--- src/rtl/sky130_fd_io__xres_pkg.sv ---
// Shared types and constants for the XRES reset conditioner.
// Holds the sequencer state encoding, default thresholds and a counter-width helper.
package sky130_fd_io__xres_pkg;

  typedef enum logic [1:0] {
    ST_HOLD    = 2'd0,
    ST_RELEASE = 2'd1,
    ST_RUN     = 2'd2
  } seq_state_e;

  localparam int DEF_NUM_DOM           = 3;
  localparam int DEF_FILT_ASSERT_CYC   = 4;
  localparam int DEF_FILT_DEASSERT_CYC = 16;
  localparam int DEF_STAGE_GAP         = 8;
  localparam int DEF_GLITCH_CNT_W      = 8;

  // Bits needed to hold values 0..max_val.
  function automatic int cnt_w(input int max_val);
    return (max_val < 1) ? 1 : $clog2(max_val + 1);
  endfunction

endpackage

--- src/rtl/sky130_fd_io__xres_filt.sv ---
// Two-flop synchroniser plus asymmetric run-length filter for the pad reset.
// Emits single-cycle pulses for filtered edges and for rejected glitches.
module sky130_fd_io__xres_filt
  import sky130_fd_io__xres_pkg::*;
#(
  parameter int FILT_ASSERT_CYC   = DEF_FILT_ASSERT_CYC,
  parameter int FILT_DEASSERT_CYC = DEF_FILT_DEASSERT_CYC
) (
  input  logic clk,
  input  logic rst_n,
  input  logic xres_h_n,
  output logic xres_sync_n,
  output logic xres_filt_n,
  output logic filt_rise,
  output logic filt_fall,
  output logic glitch
);

  localparam int MAX_CYC = (FILT_ASSERT_CYC > FILT_DEASSERT_CYC) ? FILT_ASSERT_CYC
                                                                 : FILT_DEASSERT_CYC;
  localparam int CW = cnt_w(MAX_CYC);
  localparam logic [CW-1:0] THR_A   = CW'(FILT_ASSERT_CYC);
  localparam logic [CW-1:0] THR_D   = CW'(FILT_DEASSERT_CYC);
  localparam logic [CW-1:0] CNT_MAX = CW'(MAX_CYC);

  logic          meta;
  logic [CW-1:0] run_cnt, run_cnt_nxt, thr;
  logic          differ, flip;

  always_ff @(posedge clk or negedge rst_n) begin
    if (!rst_n) begin
      meta        <= 1'b0;
      xres_sync_n <= 1'b0;
      xres_filt_n <= 1'b0;
      run_cnt     <= '0;
    end else begin
      meta        <= xres_h_n;
      xres_sync_n <= meta;
      xres_filt_n <= xres_filt_n ^ flip;
      run_cnt     <= run_cnt_nxt;
    end
  end

  // Flip on the edge where this sample would bring the run up to the threshold.
  always_comb begin
    thr         = xres_filt_n ? THR_A : THR_D;
    differ      = (xres_sync_n != xres_filt_n);
    flip        = differ && (run_cnt >= (thr - CW'(1)));
    glitch      = !differ && (run_cnt != '0);
    filt_rise   = flip && !xres_filt_n;
    filt_fall   = flip && xres_filt_n;
    run_cnt_nxt = run_cnt;
    if (!differ || flip)
      run_cnt_nxt = '0;
    else if (run_cnt != CNT_MAX)
      run_cnt_nxt = run_cnt + CW'(1);
  end

endmodule

--- src/rtl/sky130_fd_io__xres_rst_seq.sv ---
// XRES reset conditioner: filtered pad reset drives a staggered, thermometer-coded
// release of NUM_DOM core reset domains, with a saturating glitch counter for debug.
module sky130_fd_io__xres_rst_seq
  import sky130_fd_io__xres_pkg::*;
#(
  parameter int NUM_DOM           = DEF_NUM_DOM,
  parameter int FILT_ASSERT_CYC   = DEF_FILT_ASSERT_CYC,
  parameter int FILT_DEASSERT_CYC = DEF_FILT_DEASSERT_CYC,
  parameter int STAGE_GAP         = DEF_STAGE_GAP,
  parameter int GLITCH_CNT_W      = DEF_GLITCH_CNT_W
) (
  input  logic                    CLK,
  input  logic                    RESET_B,
  input  logic                    XRES_H_N,
  input  logic                    GLITCH_CLR,
  output logic                    XRES_SYNC_N,
  output logic                    XRES_FILT_N,
  output logic [NUM_DOM-1:0]      RST_N_DOM,
  output logic                    SEQ_DONE,
  output logic [GLITCH_CNT_W-1:0] GLITCH_CNT
);

  localparam int GW = cnt_w(STAGE_GAP);
  localparam logic [GW-1:0]      GAP_LAST = GW'(STAGE_GAP - 1);
  localparam logic [NUM_DOM-1:0] DOM_ONE  = NUM_DOM'(1);

  seq_state_e         state, state_nxt;
  logic [GW-1:0]      gap, gap_nxt;
  logic [NUM_DOM-1:0] dom, dom_nxt;
  logic               done, done_nxt;
  logic               filt_rise, filt_fall, glitch;

  sky130_fd_io__xres_filt #(
    .FILT_ASSERT_CYC  (FILT_ASSERT_CYC),
    .FILT_DEASSERT_CYC(FILT_DEASSERT_CYC)
  ) u_filt (
    .clk        (CLK),
    .rst_n      (RESET_B),
    .xres_h_n   (XRES_H_N),
    .xres_sync_n(XRES_SYNC_N),
    .xres_filt_n(XRES_FILT_N),
    .filt_rise  (filt_rise),
    .filt_fall  (filt_fall),
    .glitch     (glitch)
  );

  always_ff @(posedge CLK or negedge RESET_B) begin
    if (!RESET_B) begin
      state <= ST_HOLD;
      gap   <= '0;
      dom   <= '0;
      done  <= 1'b0;
    end else begin
      state <= state_nxt;
      gap   <= gap_nxt;
      dom   <= dom_nxt;
      done  <= done_nxt;
    end
  end

  // Domains release by shifting a 1 into the low end, so the vector stays
  // thermometer-coded and the next bit to set is implicit.
  always_comb begin
    state_nxt = state;
    gap_nxt   = gap;
    dom_nxt   = dom;
    done_nxt  = done;
    if (filt_fall) begin
      state_nxt = ST_HOLD;
      gap_nxt   = '0;
      dom_nxt   = '0;
      done_nxt  = 1'b0;
    end else begin
      case (state)
        ST_HOLD: begin
          dom_nxt  = '0;
          done_nxt = 1'b0;
          if (filt_rise) begin
            state_nxt = ST_RELEASE;
            gap_nxt   = '0;
          end
        end
        ST_RELEASE: begin
          if (gap == GAP_LAST) begin
            gap_nxt = '0;
            dom_nxt = (dom << 1) | DOM_ONE;
            if (dom_nxt[NUM_DOM-1]) begin
              state_nxt = ST_RUN;
              done_nxt  = 1'b1;
            end
          end else begin
            gap_nxt = gap + GW'(1);
          end
        end
        ST_RUN:  done_nxt = 1'b1;
        default: begin
          state_nxt = ST_HOLD;
          dom_nxt   = '0;
          done_nxt  = 1'b0;
        end
      endcase
    end
  end

  always_ff @(posedge CLK or negedge RESET_B) begin
    if (!RESET_B)
      GLITCH_CNT <= '0;
    else if (GLITCH_CLR)
      GLITCH_CNT <= '0;
    else if (glitch && (GLITCH_CNT != '1))
      GLITCH_CNT <= GLITCH_CNT + GLITCH_CNT_W'(1);
  end

  assign RST_N_DOM = dom;
  assign SEQ_DONE  = done;

endmodule

--- config.mk ---
export PLATFORM = sky130hd
export DESIGN_NAME = sky130_fd_io__xres_rst_seq
export DESIGN_NICKNAME = d
export VERILOG_FILES = /design/src/rtl/sky130_fd_io__xres_pkg.sv /design/src/rtl/sky130_fd_io__xres_filt.sv /design/src/rtl/sky130_fd_io__xres_rst_seq.sv
export SDC_FILE = /design/constraint.sdc
export NUM_CORES = 1
export LEC_CHECK = 0
export ABC_AREA = 1
export BUFFER_PORTS_ARGS = -buffer_cell sky130_fd_sc_hd__buf_4
export CAP_MARGIN = 20
export CORE_MARGIN = 10
export CORE_UTILIZATION = 50
export DETAILED_ROUTE_END_ITERATION = 12
export GPL_ROUTABILITY_DRIVEN = 0
export GPL_TIMING_DRIVEN = 1
export PLACE_DENSITY = 0.73
export SKIP_LAST_GASP = 1
export SYNTH_ARGS = -nofsm -noshare
export SYNTH_HDL_FRONTEND = slang
export SYNTH_SLANG_ARGS = --single-unit
--- constraint.sdc ---
create_clock -name CLK -period 4.4 [get_ports CLK]
set_input_delay 1.1 -clock CLK [delete_from_list [all_inputs] [get_ports CLK]]
set_output_delay 1.1 -clock CLK [all_outputs]
set_load 0.03 [all_outputs]
==> summary.md, run 1 <==
| Metric | Value |
|---|---|
| Unrepaired setup endpoints after global routing | `no` |
| Hold Path End | `u_filt.xres_sync_n` |
| Min-delay src | `u_filt.meta` |
| H-tree depth | `1` |
| Number of global-route vias before repair | `1263` |
| Vias per cell | `between 5 and 6` |
| Fin nets | `213` |
| Final antenna-violating net count | `0` |
| Dominant cell type by area after synthesis | `dfrtp_1` |
| CP max stage delay | `around 0.48 ns` |
| Final worst slack | `~2.3 ns` |
| Crit Path Class | `reg -> out` |
| Leakage | `slightly below 0.9 nW` |
| Achievable frequency | `0.475 GHz` |
| Cell Pwr Density | `343 nW/um^2` |
| Initial antenna violation count | `0` |
| Core Rows | `19` |
| Final Slew Violations | `0` |
| First-pass GRT wire length | `about 5.3 mm` |
| Yosys cell types | `25` |
| R2R cell count | `10` |
| Hold Violations, Final | `0` |
| YS warnings | `0` |
| Post-CTS Repair Setup Buffers | `0` |
| Worst path required time | `3.30 ns` |
| Wirelength per Cell | `about 12 um` |
| Core Area | `approximately 2800 um^2` |
| Drt pass-1 iters | `4` |
| CTS sink cnt | `26` |
| Max Cap Violations | `0` |
| Cts hold-fix bufs | `0` |
| Remaining Overflow, GRT | `0` |
| Clk_lat worst skew | `between 0.3 and 0.4 ns` |
| Commonest non-fill, non-tap cells in the layout | `nand2_1 (45), dfrtp_1 (26), inv_1 (23), buf_4 (17)` |
| Crit end category | `output pin` |
| Status | `complete, no violations` |
| # diodes | `0` |
| Seq cells post-synth | `26` |
| VDD IR-drop max | `around 0.16 mV` |
| DP Area | `1650 um^2` |
| Yosys top cell area share | `0.439` |
| Setup Skew | `0.00348 ns` |
| Residual DRC | `0` |
| Die width | `between 70 and 80 um` |
| Crit-path leading delay family | `flip-flops` |
| Buf/Inv on CP | `1` |
| Place WS | `roughly 2.6 ns` |
| Total negative slack | `0 ns` |
| Area grow syn2layout | `12.8%` |
| Ratio of cells with drive above 1 in the final layout | `0.202` |
| Ports | `18` |
| Leading cell type in the layout, fill and taps excluded | `nand2_1` |
| Die Height | `~74 um` |
| Critical path startpoint category | `register` |
| Seq/Total Area, Yosys | `0.439` |
| Synthesized area | `1480 um^2` |
| Final core occ | `0.595` |
| GRT Util Overall | `0.116` |
| CTS clock-pin slew for the worst setup and hold paths | `around 0.14 ns` |
| Crit Reg-Reg Endpoint | `RST_N_DOM[0]` |
| Setup violators final | `0` |
| Die Area | `between 5000 and 6000 um^2` |
| Final period util | `0.478` |
| CP max FO | `5` |
| Clk buf depth | `2` |
| Synth top area cells | `dfrtp_1 (44%), nand2_1 (11%), ha_1 (7.6%)` |
| Min-Delay Path Depth | `0` |
| CTS tree | `yes` |
| CTS resizes | `0` |
| Syn avg cell area | `8.32 um^2` |
| Root Buffer | `clkbuf_4` |
| Post-synthesis cell count | `178` |
| DPL Wire Length | `2.22 mm` |
| Final wirelength | `2.84 mm` |
| Fill cells | `261` |
| Worst min path class | `reg -> reg` |
| Crit path DAT | `1.00 ns` |
| R2R Setup Slk | `2.66 ns` |
| Drt first-iter violations | `49` |
| Synth Net Count | `between 150 and 200` |
| CTS Buf Count | `3` |
| Critical-path top delay cell | `dfrtp_1` |
| CP cell instances | `buf_4` |
| Via count | `about 1200` |
| Worst rel slew slack | `0.780` |
| Tmin final | `around 2.1 ns` |
| Cell area after layout | `about 1700 um^2` |
| Worst slew pin tran | `about 0.33 ns` |
| Hold_ws | `roughly 0.37 ns` |
| IO Port Bufs | `17` |
| Starting Density | `0.528` |
| Largest net degree at the start of global routing | `27` |
## power breakdown
part           leakage, nW  internal [W]  switching [W]
registers            0.349      0.000261      0.0000216
logic                0.524     0.0000665       0.000123
clock network       0.0138     0.0000320      0.0000681
## how the worst max path moves through the flow
stage                     startpoint            end  depth (start not counted)
final                       register    XRES_FILT_N                          1
after global routing        register    XRES_FILT_N                          1
after CTS                   register    XRES_FILT_N                          1
after detailed placement  GLITCH_CLR  GLITCH_CNT[4]                          6
after global placement    GLITCH_CLR  GLITCH_CNT[4]                          6
after floorplan             register   RST_N_DOM[0]                         10
## per-layer routing
layer  part of all wire  wire length [um]  track usage  vias up
li1                   -                 -            -      609
met4             0.0049                14       0.0336        0
met5                  0                 0            0        -
met3              0.050               143       0.0332        2
met2               0.50              1420        0.207       16
met1               0.44              1260        0.132      563
## kinds of logic (layout without fill, tap and decap cells)
group | count (synthesis) | in the layout | synth area share
adders and majority gates | 9 | 9 | 0.0760
DFF | 26 | 26 | 0.439
buffers and inverters | 27 | 47 | 0.0684
AOI/OAI and AO/OA | 16 | 16 | 0.0659
and+or+nand+nor | 93 | 93 | 0.304
xor gates and xnor gates | 7 | 7 | 0.0465
## per-stage QoR
stage                     std cells  power (W)
after detailed placement        226   0.000479
after floorplan                 178   0.000429
after CTS                       229   0.000582
final                           229   0.000573
after global routing            229   0.000620
after global placement          226   0.000472
## synthesized netlist by cell type, drive strengths merged
master  count
a21oi       6
dfrtp      26
ha          9
inv        27
nand2      51
nand3      16
nand3b      1
nand4       5
nor2       16
nor3        4
o21ai       9
o31ai       1
xnor2       2
xor2        5
## area by class of cell
class                      instances  area, um^2  area share
multi-input combinational        125         729       0.437
sequential                        26         651       0.390
timing repair buffer              17         128      0.0764
inverter                          27         101      0.0607
tap                               31        38.8      0.0232
clock buffer                       3        22.5      0.0135
## state kept, by name, summed over array words and instances (netlist names), named ones only
register / count
RST_N_DOM: 3
u_filt.meta: 1
u_filt.run_cnt: 5
gap: 4
state: 2
GLITCH_CNT: 8
SEQ_DONE: 1
u_filt.xres_sync_n: 1
(Power assumes the default switching activity.)
==> run 2, diff against run 1 <==
--- a/config.mk
+++ b/config.mk
@@ -13,7 +13,7 @@
 export DETAILED_ROUTE_END_ITERATION = 12
 export GPL_ROUTABILITY_DRIVEN = 0
 export GPL_TIMING_DRIVEN = 1
-export PLACE_DENSITY = 0.73
+export PLACE_DENSITY = 0.76
 export SKIP_LAST_GASP = 1
 export SYNTH_ARGS = -nofsm -noshare
 export SYNTH_HDL_FRONTEND = slang
==> constraint.sdc (replaced) <==
create_clock -name CLK -period 1.8 [get_ports CLK]
set_input_delay 0.45 -clock CLK [delete_from_list [all_inputs] [get_ports CLK]]
set_output_delay 0.45 -clock CLK [all_outputs]
set_load 0.03 [all_outputs]
==> run 2 against run 1 <==
Net effect: via count is 3.3% higher; die area stayed put; combinational power is 150% higher; design area is 5.2% higher; clock skew hardly changed.
==> summary.md, run 2 (synthesis results as in run 1) <==
| Metric | Value |
|---|---|
| Commonest non-fill, non-tap cells in the layout | `nand2_1 (45), dfrtp_1 (25), inv_1 (23), buf_4 (22)` |
| Leading cell type in the layout, fill and taps excluded | `nand2_1` |
| Switching share of power | `0.336` |
| Ratio of cells with drive above 1 in the final layout | `0.229` |
| # diodes | `0` |
| Pwr Total | `0.00156 W` |
| Setup violators final | `0` |
| GRT Util Overall | `0.112` |
| Root Buffer | `clkbuf_4` |
| IO Port Bufs | `17` |
| Critical-path top delay cell | `dfrtp_2` |
| Worst rel slew slack | `0.784` |
| Tmin final | `about 1.6 ns` |
| Min-Delay Path Depth | `1` |
| Worst path required time | `between 2 and 2.5 ns` |
| CP cell instances | `ha_1 > nand3_1 > nand2_1 > nand2_1 > nand2_4 > nand2_4 > nand3_2 > nand2_4 > nand2_1 > o21ai_2` |
| Status | `complete, no violations` |
| Final wirelength | `roughly 2.9 mm` |
| Largest net degree at the start of global routing | `27` |
| Max Cap Violations | `0` |
| Worst min path class | `in -> reg` |
| Clk buf depth | `2` |
| Remaining Overflow, GRT | `0` |
| Critical path startpoint category | `register` |
| R2R cell count | `10` |
| Die Height | `74.4 um` |
| Top reg by flops | `GLITCH_CNT` |
| Area grow syn2layout | `18.6%` |
| Drt first-iter violations | `31` |
| Via count | `1229` |
| Largest register FFs | `8` |
| Leakage | `0.932 nW` |
| H-tree depth | `1` |
| Top flop regs | `GLITCH_CNT x8, u_filt.run_cnt x5, gap x4` |
| P_int | `~0.0010 W` |
| Clock Power Share | `0.255` |
| Cell Pwr Density | `~900 nW/um^2` |
| Core Rows | `19` |
| Clk_lat worst skew | `between 0.3 and 0.4 ns` |
| Setup Skew | `around 0.0034 ns` |
| Final antenna-violating net count | `0` |
| Ports | `18` |
| CTS sink cnt | `26` |
| Layout Cells excl Fill | `roughly 240` |
| Placed insts | `between 200 and 250` |
| Crit-path leading delay family | `simple AND/OR/NAND/NOR gates` |
| Combinational Power Share | `0.303` |
| Final period util | `0.914` |
| Critical path depth in cells | `10` |
| CP max stage delay | `~0.46 ns` |
| Starting Density | `0.528` |
| DPL Wire Length | `about 2.2 mm` |
| Crit Path Class | `reg -> reg` |
| Core Area | `approximately 2800 um^2` |
| CTS clock-pin slew for the worst setup and hold paths | `approximately 0.14 ns` |
| CTS tree | `yes` |
| Initial antenna violation count | `0` |
| Buf/Inv on CP | `0` |
| CP max FO | `8` |
| Seq pwr share | `0.443` |
| Crit path DAT | `~1.9 ns` |
| Fin nets | `219` |
| Wirelength per Cell | `12.1 um` |
| Number of global-route vias before repair | `1215` |
| Achievable frequency | `just over 0.6 GHz` |
| Vias per cell | `about 5.2` |
| CTS Buf Count | `3` |
| First-pass GRT wire length | `roughly 5 mm` |
| Hold Violations, Final | `0` |
| Residual DRC | `0` |
| Die Area | `around 5500 um^2` |
| Die width | `between 70 and 80 um` |
| Final Slew Violations | `0` |
| Crit end category | `register` |
| Worst slew pin tran | `around 0.32 ns` |
| VDD IR-drop max | `approximately 0.56 mV` |
| Drt pass-1 iters | `4` |
| Net Switching | `between 0.0005 and 0.0006 W` |
run 2: repair_timing:
item,CTS,global route
gates resized for setup,0,2
endpoints found under the setup margin,0,9
setup buffers,0,5
endpoints found under the hold margin,0,2
hold buffers,0,1
run 2: cell type report:
class                      instances  area (um^2)
sequential                        26          652
tap                               31         38.8
fill                             256         1050
multi-input combinational        125          737
inverter                          27          101
clock inverter                     1         30.0
timing repair buffer              23          175
clock buffer                       3         22.5
run 2: worst paths after layout:
path / startpoint / to / slack [ns]
max: register / gap[2] / 0.15
min: XRES_H_N / u_filt.meta / 0.22
max reg2reg: register / gap[2] / 0.15
min reg2reg: u_filt.meta / u_filt.xres_sync_n / 0.37
max in group asynchronous: RESET_B / async pin / 0.99
min in group asynchronous: RESET_B / gap[3] / 0.55
run 2: stage by stage:
stage / area (um^2) / worst slack [ns] / utilization / TNS (ns) / hold WS, ns
floorplan: 1480 / 0.120 / - / 0 / 0.154
global placement: 1650 / 0.200 / 0.587 / 0 / 0.333
detailed placement: 1650 / 0.151 / 0.587 / 0 / 0.346
CTS: 1700 / 0.102 / 0.606 / 0 / 0.00492
global route: 1760 / -0.00900 / 0.626 / -0.0104 / 0.198
finish: 1760 / 0.154 / 0.626 / 0 / 0.223
run 2: power by group through the flow:
| stage | logic [W] | clock network, W | registers [W] |
|---|---|---|---|
| 3_3_place_gp | 0.000451 | 0 | 0.000700 |
| 2_1_floorplan | 0.000324 | 0 | 0.000726 |
| 6_report | 0.000472 | 0.000397 | 0.000690 |
| 5_1_grt | 0.000538 | 0.000434 | 0.000699 |
| 4_1_cts | 0.000465 | 0.000410 | 0.000692 |
| 3_5_place_dp | 0.000463 | 0 | 0.000704 |
run 2: per-layer routing:
| layer | up-vias | GRT usage | share of wire |
|---|---|---|---|
| met5 | - | 0 | 0 |
| met4 | 0 | 0.0588 | 0.025 |
| met3 | 7 | 0.0306 | 0.052 |
| met2 | 25 | 0.186 | 0.47 |
| met1 | 579 | 0.128 | 0.45 |
| li1 | 618 | - | - |
